$ cat config.mk
export PLATFORM = sky130hd
export DESIGN_NAME = branch_update_queue_flat
export DESIGN_NICKNAME = d
export VERILOG_FILES = /design/src/rtl/branch_update_queue_if.sv /design/src/rtl/branch_update_queue.sv /design/src/flat_wrapper.sv
export SDC_FILE = /design/constraint.sdc
export NUM_CORES = 1
export LEC_CHECK = 0
export CAP_MARGIN = 20
export CELL_PAD_IN_SITES_DETAIL_PLACEMENT = 0
export CELL_PAD_IN_SITES_GLOBAL_PLACEMENT = 1
export CORE_MARGIN = 2
export CORE_UTILIZATION = 40
export CTS_CLUSTER_SIZE = 8
export DETAILED_ROUTE_END_ITERATION = 6
export GPL_TIMING_DRIVEN = 0
export PLACE_DENSITY = 0.76
export SLEW_MARGIN = 5
export SYNTH_ARGS = -nofsm -noshare
export SYNTH_HDL_FRONTEND = slang
export SYNTH_SLANG_ARGS = --single-unit
$ cat constraint.sdc
create_clock -name clk -period 19.6 [get_ports clk]
set_clock_uncertainty 0.2 [all_clocks]
set_input_delay 3.92 -clock clk [delete_from_list [all_inputs] [get_ports clk]]
set_output_delay 3.92 -clock clk [all_outputs]
set_load 0.01 [all_outputs]
$ cat src/rtl/branch_update_queue_if.sv
// -----------------------------------------------------------------------------
// branch_update_queue_if
//   Handshake bundle between the dual-issue EX stage, the branch update queue
//   and the branch predictor lite.
//
//   Push side (EX -> queue):
//     res0_valid / res0_info  : older resolved branch
//     res1_valid / res1_info  : younger resolved branch
//     res_ready               : queue can take two pushes this cycle
//   Update side (queue -> predictor):
//     upd_valid / branch_info_o : head entry (all zero when not valid)
//     upd_ready                 : predictor consumes the head this cycle
//
//   modport slave  : used by the queue itself
//   modport master : used by the surrounding EX/predictor environment
// -----------------------------------------------------------------------------
interface branch_update_queue_if #(
  parameter int INFO_W = 67
);
  logic              res0_valid;
  logic [INFO_W-1:0] res0_info;
  logic              res1_valid;
  logic [INFO_W-1:0] res1_info;
  logic              res_ready;
  logic              upd_ready;
  logic              upd_valid;
  logic [INFO_W-1:0] branch_info_o;

  modport slave (
    input  res0_valid, res0_info, res1_valid, res1_info, upd_ready,
    output res_ready, upd_valid, branch_info_o
  );

  modport master (
    output res0_valid, res0_info, res1_valid, res1_info, upd_ready,
    input  res_ready, upd_valid, branch_info_o
  );
endinterface

$ cat src/rtl/branch_update_queue.sv
// -----------------------------------------------------------------------------
// branch_update_queue
//   In-order FIFO between the dual-issue EX stage and the branch predictor.
//   Accepts up to two resolved branches per cycle (slot0 older than slot1) and
//   presents at most one packed branch_info word per cycle. An all-zero word
//   with upd_valid=0 means "no update".
//
//   branch_info layout: {pc[66:35], taken[34], target[33:2], btype[1:0]}
//
//   Ports:
//     clk, resetn  : clock, asynchronous active-low reset
//     flush        : synchronous clear of all queued entries
//     bus (slave)  : push and update handshakes (see branch_update_queue_if)
//     count_o      : occupied entries
//     drop_cnt_o   : saturating count of pushes lost to overflow
//
//   Optional feature macro: BUQ_EMPTY_BYPASS_EN
//     Defined  : when empty, the oldest incoming entry is forwarded
//                combinationally to the predictor in the same cycle.
//     Undefined: outputs depend on registered state only (1-cycle latency).
// -----------------------------------------------------------------------------
module branch_update_queue #(
  parameter int DEPTH  = 8,
  parameter int PTR_W  = 3,
  parameter int INFO_W = 67
) (
  input  logic                 clk,
  input  logic                 resetn,
  input  logic                 flush,
  branch_update_queue_if.slave bus,
  output logic [PTR_W:0]       count_o,
  output logic [15:0]          drop_cnt_o
);

  localparam logic [PTR_W:0] DEPTH_C = DEPTH[PTR_W:0];
  localparam logic [PTR_W:0] TWO_C   = (PTR_W+1)'(2);
  localparam logic [PTR_W:0] ONE_C   = (PTR_W+1)'(1);

  logic [INFO_W-1:0] mem [DEPTH];
  logic [PTR_W-1:0]  rd_ptr;
  logic [PTR_W-1:0]  wr_ptr;
  logic [PTR_W:0]    count;

  logic [1:0]        in_cnt;
  logic [INFO_W-1:0] first_info;
  logic [INFO_W-1:0] wr0_info;
  logic              mem_pop;
  logic              byp_take;
  logic [1:0]        req;
  logic [1:0]        accept;
  logic [1:0]        dropped;
  logic [PTR_W:0]    free;
  logic [16:0]       drop_sum;
  logic [15:0]       drop_next;

  // Output side: head of the array, optionally replaced by the oldest
  // incoming entry while the queue is empty. byp_take marks that the
  // predictor consumed that forwarded entry, so it must not be written.
  always_comb begin
    in_cnt     = 2'(bus.res0_valid) + 2'(bus.res1_valid);
    first_info = bus.res0_valid ? bus.res0_info : bus.res1_info;
    mem_pop    = (count != '0) && bus.upd_ready;
`ifdef BUQ_EMPTY_BYPASS_EN
    bus.upd_valid = (count != '0) || ((in_cnt != 2'd0) && !flush);
    if (count != '0)
      bus.branch_info_o = mem[rd_ptr];
    else if (bus.upd_valid)
      bus.branch_info_o = first_info;
    else
      bus.branch_info_o = '0;
    byp_take = (count == '0) && (in_cnt != 2'd0) && !flush && bus.upd_ready;
`else
    bus.upd_valid     = (count != '0);
    bus.branch_info_o = bus.upd_valid ? mem[rd_ptr] : '0;
    byp_take          = 1'b0;
`endif
    bus.res_ready = (count <= DEPTH_C - TWO_C);
  end

  // Push accounting: pushes are taken in age order into the space left after
  // this cycle's pop; anything beyond that is dropped and counted.
  always_comb begin
    if (byp_take) begin
      req      = in_cnt - 2'd1;
      wr0_info = bus.res1_info;
    end else begin
      req      = in_cnt;
      wr0_info = first_info;
    end
    free = DEPTH_C - count + {{PTR_W{1'b0}}, mem_pop};
    if (free >= TWO_C)
      accept = req;
    else if ((free == ONE_C) && (req != 2'd0))
      accept = 2'd1;
    else
      accept = 2'd0;
    dropped   = req - accept;
    drop_sum  = {1'b0, drop_cnt_o} + 17'(dropped);
    drop_next = drop_sum[16] ? 16'hFFFF : drop_sum[15:0];
  end

  // Pointer, occupancy and drop counter state. Flush clears the queue but
  // deliberately leaves the drop counter alone.
  always_ff @(posedge clk or negedge resetn) begin
    if (!resetn) begin
      rd_ptr     <= '0;
      wr_ptr     <= '0;
      count      <= '0;
      drop_cnt_o <= '0;
    end else if (flush) begin
      rd_ptr <= '0;
      wr_ptr <= '0;
      count  <= '0;
    end else begin
      wr_ptr     <= wr_ptr + PTR_W'(accept);
      rd_ptr     <= rd_ptr + PTR_W'(mem_pop);
      count      <= count + (PTR_W+1)'(accept) - (PTR_W+1)'(mem_pop);
      drop_cnt_o <= drop_next;
    end
  end

  // Storage has no reset; only the occupied window is ever observed.
  always_ff @(posedge clk) begin
    if (!flush) begin
      if (accept != 2'd0)
        mem[wr_ptr] <= wr0_info;
      if (accept == 2'd2)
        mem[wr_ptr + PTR_W'(1)] <= bus.res1_info;
    end
  end

  assign count_o = count;

endmodule

$ cat src/flat_wrapper.sv
// flat-port wrapper written by rule: the top's interface ports become plain ports
module branch_update_queue_flat 
#(
  parameter int DEPTH  = 8,
  parameter int PTR_W  = 3,
  parameter int INFO_W = 67
)
  (clk, resetn, flush, count_o, drop_cnt_o, bus_res0_valid, bus_res0_info, bus_res1_valid, bus_res1_info, bus_upd_ready, bus_res_ready, bus_upd_valid, bus_branch_info_o);
  branch_update_queue_if #(.INFO_W(INFO_W)) bus_i ();
  input  logic clk;
  input  logic resetn;
  input  logic flush;
  output logic [PTR_W:0] count_o;
  output logic [15:0] drop_cnt_o;
  input wire logic [$bits(bus_i.res0_valid)-1:0] bus_res0_valid;
  input wire logic [$bits(bus_i.res0_info)-1:0] bus_res0_info;
  input wire logic [$bits(bus_i.res1_valid)-1:0] bus_res1_valid;
  input wire logic [$bits(bus_i.res1_info)-1:0] bus_res1_info;
  input wire logic [$bits(bus_i.upd_ready)-1:0] bus_upd_ready;
  output wire logic [$bits(bus_i.res_ready)-1:0] bus_res_ready;
  output wire logic [$bits(bus_i.upd_valid)-1:0] bus_upd_valid;
  output wire logic [$bits(bus_i.branch_info_o)-1:0] bus_branch_info_o;
  assign bus_i.res0_valid = bus_res0_valid;
  assign bus_i.res0_info = bus_res0_info;
  assign bus_i.res1_valid = bus_res1_valid;
  assign bus_i.res1_info = bus_res1_info;
  assign bus_i.upd_ready = bus_upd_ready;
  assign bus_res_ready = bus_i.res_ready;
  assign bus_upd_valid = bus_i.upd_valid;
  assign bus_branch_info_o = bus_i.branch_info_o;
  branch_update_queue #(.DEPTH(DEPTH), .PTR_W(PTR_W), .INFO_W(INFO_W)) u_core (.clk(clk), .resetn(resetn), .flush(flush), .bus(bus_i), .count_o(count_o), .drop_cnt_o(drop_cnt_o));
endmodule
-- Yosys cells after proc, flatten, opt, wreduce, memory -nomap -nowiden
Memories as Yosys holds them, arrays and structs flattened.
Cells that the tools add are included.
- input bits: 140
- register bits: 26
- logic and storage cells: 38
- output and inout port bits: 89
- RAM bits: 536
- memories kept: 1
- reduce and logical (&&, ||, !) cells: 5
- muxes and demuxes: 14
- equality and inequality tests: 2
- add/sub/neg operators: 10
- $lt $le $gt $ge: 2
- memory list (memory ; words ; width ; rd ports ; clocked after memory_dff ; write ports ; RTL line ; source):
    u_core.mem ; 8 ; 67 ; 1 ; 0 ; 2 ; branch_update_queue.sv:39 ; logic [INFO_W-1:0] mem [DEPTH];
- operator list (operator ; count):
    $mux 67 ; 2
    $add 16x2->17 ; 1
    $mux 16 ; 1
    $mux 1 ; 7
    $mux 3 ; 2
    $add 4x1->4 ; 1
    $add 4x2->4 ; 1
    $eq 4x1->1 const B ; 1
    $ge 4x2->1 const B ; 1
    $le 4x3->1 const B ; 1
    $mux 4 ; 1
    $reduce_bool 2->1 ; 2
    $reduce_bool 4->1 ; 1
    $sub 4x1->4 ; 1
    $sub 4x4->4 const A ; 1
    $add 3x1->3 ; 1
    $add 3x1->3 const B ; 1
    $add 3x2->3 ; 1
    $add 1x1->2 ; 1
    $eq 2x2->1 const B ; 1
    $logic_and 1x1->1 ; 2
    $mux 2 ; 1
    $sub 2x2->2 ; 1

-- Depth between registers and ports, before layout
Gate-level depths: netlist (run 1).
- depth after elaboration: 11
- gate-level depth with buffers: 24
- gate-level depth less buffers: 20

-- Least setup slack after synthesis (run 1)
Ideal clock, no wire load.
- kind: input -> register
- start: input port bus_res0_valid
- end: memory u_core.mem[1][0], enable pin
- path buffers: 3
- setup slack: 8.555 ns
- required time: 18.816 ns
- cell stages on the path: 9
- setup time: 0.584 ns
- arrival time: 10.260 ns
- cell sequence: clkbuf_1 clkbuf_1 buf_1 inv_1 ha_1 nor2_1 nor3_1 mux2i_1 o21ai_0
- RTL lines (what ; RTL line ; source):
    from (decl) ; flat_wrapper.sv:15 ; input wire logic [$bits(bus_i.res0_valid)-1:0] bus_res0_valid;
    to (decl) ; branch_update_queue.sv:39 ;

==> results of run 1 <==
-- sequential cells by signal, indices dropped and copies added, names as in the netlist --
name / flops
u_core.count_o: 4
u_core.drop_cnt_o: 16
u_core.mem: 536
u_core.rd_ptr: 3
u_core.wr_ptr: 3
-- critical path: stages --
cell,delay [ps]
clkdlybuf4s50_1,490
clkbuf_1,650
clkbuf_1,580
buf_1,750
inv_1,120
ha_1,400
nor4_1,720
and4_1,270
buf_2,260
buf_4,290
buf_4,260
o21bai_4,430
buf_16,250
buf_16,180
buf_16,160
-- layer usage --
layer | track usage | part of all wire | vias to the layer above
li1 | - | - | 7519
met1 | 0.274 | 0.41 | 9013
met2 | 0.366 | 0.50 | 564
met3 | 0.0401 | 0.062 | 122
met4 | 0.0703 | 0.025 | 2
met5 | 0 | 0.00012 | -
-- final cells by class --
type	instances	share of cell area
inverters	19	0.00198
repair buffers	258	0.0834
clock inverters	8	0.00243
flip-flops and latches	562	0.465
plain buffers	120	0.0180
well taps	959	0.0333
clock buffers	94	0.0573
multi-input cells	1018	0.339
-- cell usage after synthesis, types with 4 or more instances --
cell,number,area (µm²)
edfxtp_1,536,16100
mux2_2,530,5970
mux4_2,134,3020
nor2_1,79,297
mux2_4,76,1140
mux2i_1,72,721
buf_2,48,240
clkbuf_1,37,139
dfrtp_1,26,651
nand2_1,23,86.3
inv_1,19,71.3
ha_1,18,225
buf_4,13,97.6
buf_6,12,135
xnor2_1,11,96.3
buf_1,10,37.5
o21ai_0,10,50.1
nor3_1,7,35.0
nor2b_1,6,37.5
and4_1,4,35.0
nand2b_1,4,25.0
nand3_1,4,20.0
nor4_1,4,25.0
o21bai_1,4,30.0
xor2_1,4,35.0
-- worst paths after layout --
path,slack [ps],end,depth (start not counted),startpoint
worst min register to register,350,u_core.drop_cnt_o[0],2,u_core.drop_cnt_o[0]
worst max-delay path,9960,u_core.mem[4][29],15,bus_res0_valid
worst min-delay path,350,u_core.drop_cnt_o[0],2,u_core.drop_cnt_o[0]
max in group asynchronous,15190,u_core.count_o[1],2,resetn
min in group asynchronous,3500,u_core.drop_cnt_o[12],1,resetn
worst max register to register,12630,u_core.drop_cnt_o[10],23,u_core.count_o[3]
-- power groups by stage --
stage,clock (µW),combinational [µW],sequential (µW)
floorplan,0,752,1560
detailed placement,0,1370,1550
global placement,0,1290,1600
CTS,1250,1380,1530
global route,1300,1450,1540
finish,1230,1350,1530
-- layout by cell type, fill, tap and decap left out, types with 7 or more instances in the layout --
| master | n |
|---|---|
| edfxtp_1 | 536 |
| mux2_2 | 530 |
| clkdlybuf4s50_1 | 228 |
| mux4_2 | 134 |
| clkbuf_16 | 80 |
| nor2_1 | 79 |
| mux2_4 | 76 |
| mux2i_1 | 72 |
| clkbuf_1 | 50 |
| buf_2 | 48 |
| dfrtp_1 | 26 |
| nand2_1 | 23 |
| inv_1 | 19 |
| ha_1 | 18 |
| buf_16 | 16 |
| buf_12 | 14 |
| buf_4 | 13 |
| buf_6 | 12 |
| xnor2_1 | 11 |
| buf_1 | 10 |
| nor3_1 | 7 |
-- kinds of logic after synthesis --
kind of cell	count (synthesis)	synth area share
muxes	812	0.367
AOI/OAI and AO/OA	21	0.00444
xor gates and xnor gates	15	0.00444
DFF	562	0.566
buffers and inverters	139	0.0244
adders and majority gates	21	0.00965
and+or+nand+nor	149	0.0240
-- metrics by stage --
| stage | cells | hold WS (ps) | utilization |
|---|---|---|---|
| after floorplan | 1719 | 361 | - |
| after global placement | 2906 | 338 | 0.452 |
| after detailed placement | 2936 | 338 | 0.463 |
| after CTS | 3038 | 359 | 0.493 |
| after global routing | 3038 | 384 | 0.493 |
| final | 3038 | 354 | 0.493 |
==> run summary, run 1 <==
fill count - 6062
cts bufs inserted - 80
Leak - 0.0122 µW
PortBufs - 228
Final Hold Viols - 0
switching portion of total power - 0.299
drt pass-1 iters - 7
share of flip-flops with an asynchronous set or reset - 0.0463
Storage cell area - 16700 µm²
hold buffer count at CTS - 0
vias in the first global route - 18300
final wirelength - 81300 µm
Fmax - 0.104 GHz
CTS clk-pin slew, worst paths - 50 ps
placed inst area - 33900 µm²
Setup WS pre-CTS - 9420 ps
Via Count - 17200
pwr dens - 114 nW/µm²
Ys Warns - 0
number of synthesized register bits - 562
post-route clock period utilization - 0.492
share of cells above drive strength 1 - 0.455
clk sinks - 562
placement row count - 99
final total power - 4120 µW
TritonCTS clock tree - yes
# diodes - 0
sequential area share after synthesis - 0.566
Longest Clk Path Bufs - 3
Initial Util - 0.405
top_reg_cell synth - edfxtp_1
WP data arrival - 9750 ps
Min Clock Period, post-route - 9640 ps
switching power - 1230 µW
cell count after synthesis - 1719
CTS HTree Levels - 3
I/O pin total - 229
root buf cell - clkbuf_16
gr usage total - 0.214
Sum Neg Setup Slack - 0 ps
DR iter-0 viols - 1434
vias per inst - 5.67
number of flops mapped to enable cells by yosys - 536
Area Growth Syn to Fin - 21.8%
Max Cap Viol - 0
routed len/inst - 26.7 µm
Distinct cells, synth - 42
crit path capture type - flip-flop
status - complete, but fails checks
Core ar. - 73100 µm²
first-pass GRT wire length - 119000 µm
initial antenna violation count - 1
largest net degree at the start of global routing - 21
Remaining DRCs - 9
Vert. Die Dim - 276 µm
Placer Congestion - 0.761
CP max FO - 20
Post-DP HPWL - 53500 µm
Final setup viols - 0
failing checks - design-rule violations
mapped cell area - 29600 µm²
post-cts resize count - 0
Req. time, crit path - 19710 ps
nets - 2220
remaining global-route overflow - 0
Skew-Pair Late Insertion Delay - 620 ps
Mapped Nets - 1880
Rel. slew slack - 0.268
setup repair bufs after CTS - 0
RSZ-0062 raised after global routing - false
min-delay worst type - flip-flop to flip-flop
Finished Cell Area - 36000 µm²
Crit Path Class - primary input to flip-flop
Pint - 2890 µW
area of the multi-input gates - 12200 µm²
Antenna Violating Nets Remaining - 0
worst slew pin tran - 1100 ps
Mapped Avg Cell Area - 17.2 µm²
combinational power share - 0.329
final worst setup slack - 9960 ps
Slew Limit Fails - 0
Die ar. - 76100 µm²
Flop pwr share - 0.371
Setup crit start kind - primary input
Clock power frac - 0.300
Max rail drop VDD - 0.0534 mV
Die Wd - 276 µm
(Power assumes the default switching activity.)
==> inputs of run 2 (changes only) <==
==> constraint.sdc (replaced) <==
create_clock -name clk -period 9.4 [get_ports clk]
set_clock_uncertainty 0.2 [all_clocks]
set_input_delay 1.88 -clock clk [delete_from_list [all_inputs] [get_ports clk]]
set_output_delay 1.88 -clock clk [all_outputs]
set_load 0.01 [all_outputs]
==> results of run 2 <==
The final DEF is identical to that of run 1. Status: complete, but fails checks: design-rule violations.
Main changes from that run: setup slack after placement 9420 ps -> 1260 ps; setup slack after layout 9960 ps -> 1800 ps; register-to-register setup slack 12630 ps -> 2430 ps; total power 4120 µW -> 8590 µW; worst IR drop on VDD 0.0534 mV -> 0.111 mV
==> inputs of run 3 (changes only) <==
==> constraint.sdc (replaced) <==
create_clock -name clk -period 7.4 [get_ports clk]
set_clock_uncertainty 0.2 [all_clocks]
set_input_delay 1.48 -clock clk [delete_from_list [all_inputs] [get_ports clk]]
set_output_delay 1.48 -clock clk [all_outputs]
set_load 0.01 [all_outputs]
==> run 3 against run 2 <==
- the run still ends with design-rule violations left
- cell count hardly changed
- critical path depth is 1 lower
- worst setup slack worse by 1500 ps
- largest power group unchanged
==> run summary, run 3 (same netlist as run 1, synthesis figures left out) <==
root buf cell - clkbuf_16
Vert. Die Dim - 276 µm
RSZ-0062 raised after global routing - false
CTS HTree Levels - 3
PortBufs - 228
Worst path top cell family by delay - buffers and inverters
Slew Limit Fails - 0
hold buffer count at CTS - 0
fill count - 6119
I/O pin total - 229
post-cts resize count - 0
Max Cap Viol - 0
Core ar. - 73100 µm²
Pint - 7630 µW
post-route clock period utilization - 0.954
placed inst area - 33700 µm²
worst slew pin tran - 1070 ps
worst-path cell chain - clkdlybuf4s50_1 -> clkbuf_1 -> clkbuf_1 -> buf_1 -> inv_1 -> ha_1 -> nor4_1 -> and4_1 -> buf_2 -> buf_4 -> buf_4 -> o21bai_4 -> buf_12 -> buf_12
DR iter-0 viols - 1573
Flop pwr share - 0.372
Longest Clk Path Bufs - 3
Rel. slew slack - 0.289
Placer Congestion - 0.768
Die ar. - 76100 µm²
CTS clk-pin slew, worst paths - 60 ps
min-delay worst type - flip-flop to flip-flop
most frequent cells in the layout - 536 x edfxtp_1, 530 x mux2_2, 228 x clkdlybuf4s50_1
pwr dens - 303 nW/µm²
Reg with most FFs - u_core.mem
Area Growth Syn to Fin - 21.4%
worst stage delay on the critical path - 800 ps
final total power - 10900 µW
Clock power frac - 0.301
Antenna Violating Nets Remaining - 0
Req. time, crit path - 7510 ps
placement row count - 99
# diodes - 0
Leak - 0.0121 µW
Setup crit start kind - primary input
cts bufs inserted - 80
Final setup viols - 0
Remaining DRCs - 10
clk sinks - 562
switching portion of total power - 0.298
buffer and inverter count on the worst path - 10
CP max FO - 21
crit path capture type - flip-flop
failing checks - design-rule violations
slowest CP cell - clkbuf_1
Die Wd - 276 µm
Finished Cell Area - 35900 µm²
Crit Path Class - primary input to flip-flop
gr usage total - 0.211
final wirelength - 80300 µm
largest net degree at the start of global routing - 22
Final Hold Viols - 0
remaining global-route overflow - 0
vias per inst - 5.65
WP data arrival - 7160 ps
Largest register FFs - 536
Via Count - 17200
setup repair bufs after CTS - 0
Final Hold Slack - 368 ps
Max rail drop VDD - 0.154 mV
leading cell type in the layout, fill and taps excluded - edfxtp_1
switching power - 3250 µW
drt pass-1 iters - 7
Post-DP HPWL - 52100 µm
first-pass GRT wire length - 116000 µm
TritonCTS clock tree - yes
nets - 2219
combinational power share - 0.327
status - complete, but fails checks
vias in the first global route - 18000
Min Clock Period, post-route - 7060 ps
routed len/inst - 26.4 µm
Initial Util - 0.405
share of cells above drive strength 1 - 0.455
Skew-Pair Late Insertion Delay - 620 ps
initial antenna violation count - 4
Fmax - 0.142 GHz
run 3: changes by cell type in the layout (fill, tap and decap cells not counted), sizes merged:
cell | previous run | this run
buf | 113 | 112
run 3: area by class of cell:
class,instances,area [µm²],area share
Sequential cell,562,16700,0.466
Multi-Input combinational cell,1018,12200,0.340
Timing Repair Buffer,257,2880,0.0802
Clock inverter,8,87.6,0.00244
Buffer,120,649,0.0181
Clock buffer,94,2080,0.0578
Inverter,19,71.3,0.00199
Tap cell,959,1200,0.0334
run 3: metrics by stage:
| step | cells | util | setup WS [ps] | setup TNS (ps) |
|---|---|---|---|---|
| after floorplan | 1719 | - | -1150 | -154240 |
| after global placement | 2906 | 0.452 | -8870 | -3285500 |
| after detailed placement | 2933 | 0.461 | -351 | -39460 |
| after CTS | 3035 | 0.491 | 307 | 0 |
| after global routing | 3037 | 0.491 | 84.0 | 0 |
| final | 3037 | 0.491 | 343 | 0 |
run 3: path summary, 6_finish.rpt:
check                                startpoint  slack, ps                     to  cells past startpoint
min                        u_core.drop_cnt_o[0]        370   u_core.drop_cnt_o[0]                      2
max in group asynchronous                resetn       5470       u_core.rd_ptr[1]                      2
max reg2reg                   u_core.count_o[3]        700  u_core.drop_cnt_o[10]                     23
min in group asynchronous                resetn       1030  u_core.drop_cnt_o[13]                      1
max                              bus_res0_valid        340      u_core.mem[4][40]                     14
min reg2reg                u_core.drop_cnt_o[0]        370   u_core.drop_cnt_o[0]                      2
run 3: power groups by stage:
| stage | clock network, µW | logic, µW | registers [µW] |
|---|---|---|---|
| final | 3280 | 3560 | 4040 |
| after global routing | 3450 | 3820 | 4070 |
| after CTS | 3320 | 3600 | 4050 |
| after detailed placement | 0 | 3590 | 4100 |
| after global placement | 0 | 3410 | 4210 |
| after floorplan | 0 | 1990 | 4130 |
run 3: metal layers:
metal  global-route usage  part of all wire  up-vias
li1                     -                 -     7546
met1                0.278              0.41     8816
met2                0.354              0.49      648
met3               0.0355             0.071      145
met4               0.0757             0.029        8
met5                    0           0.00070        -
run 3: worst reg2reg max path: stages (launching register included):
cell	delay [ps]
dfrtp_1	440
inv_1	110
ha_1	140
and3_1	160
clkbuf_1	680
clkbuf_1	610
inv_1	210
nand2_1	150
ha_1	200
inv_1	60
ha_1	290
nor4b_1	380
a31oi_2	140
buf_6	200
o31ai_1	410
ha_1	310
inv_1	60
ha_1	190
fa_1	220
nand3b_1	210
or4_1	640
or2_2	350
buf_2	200
nand2_1	80
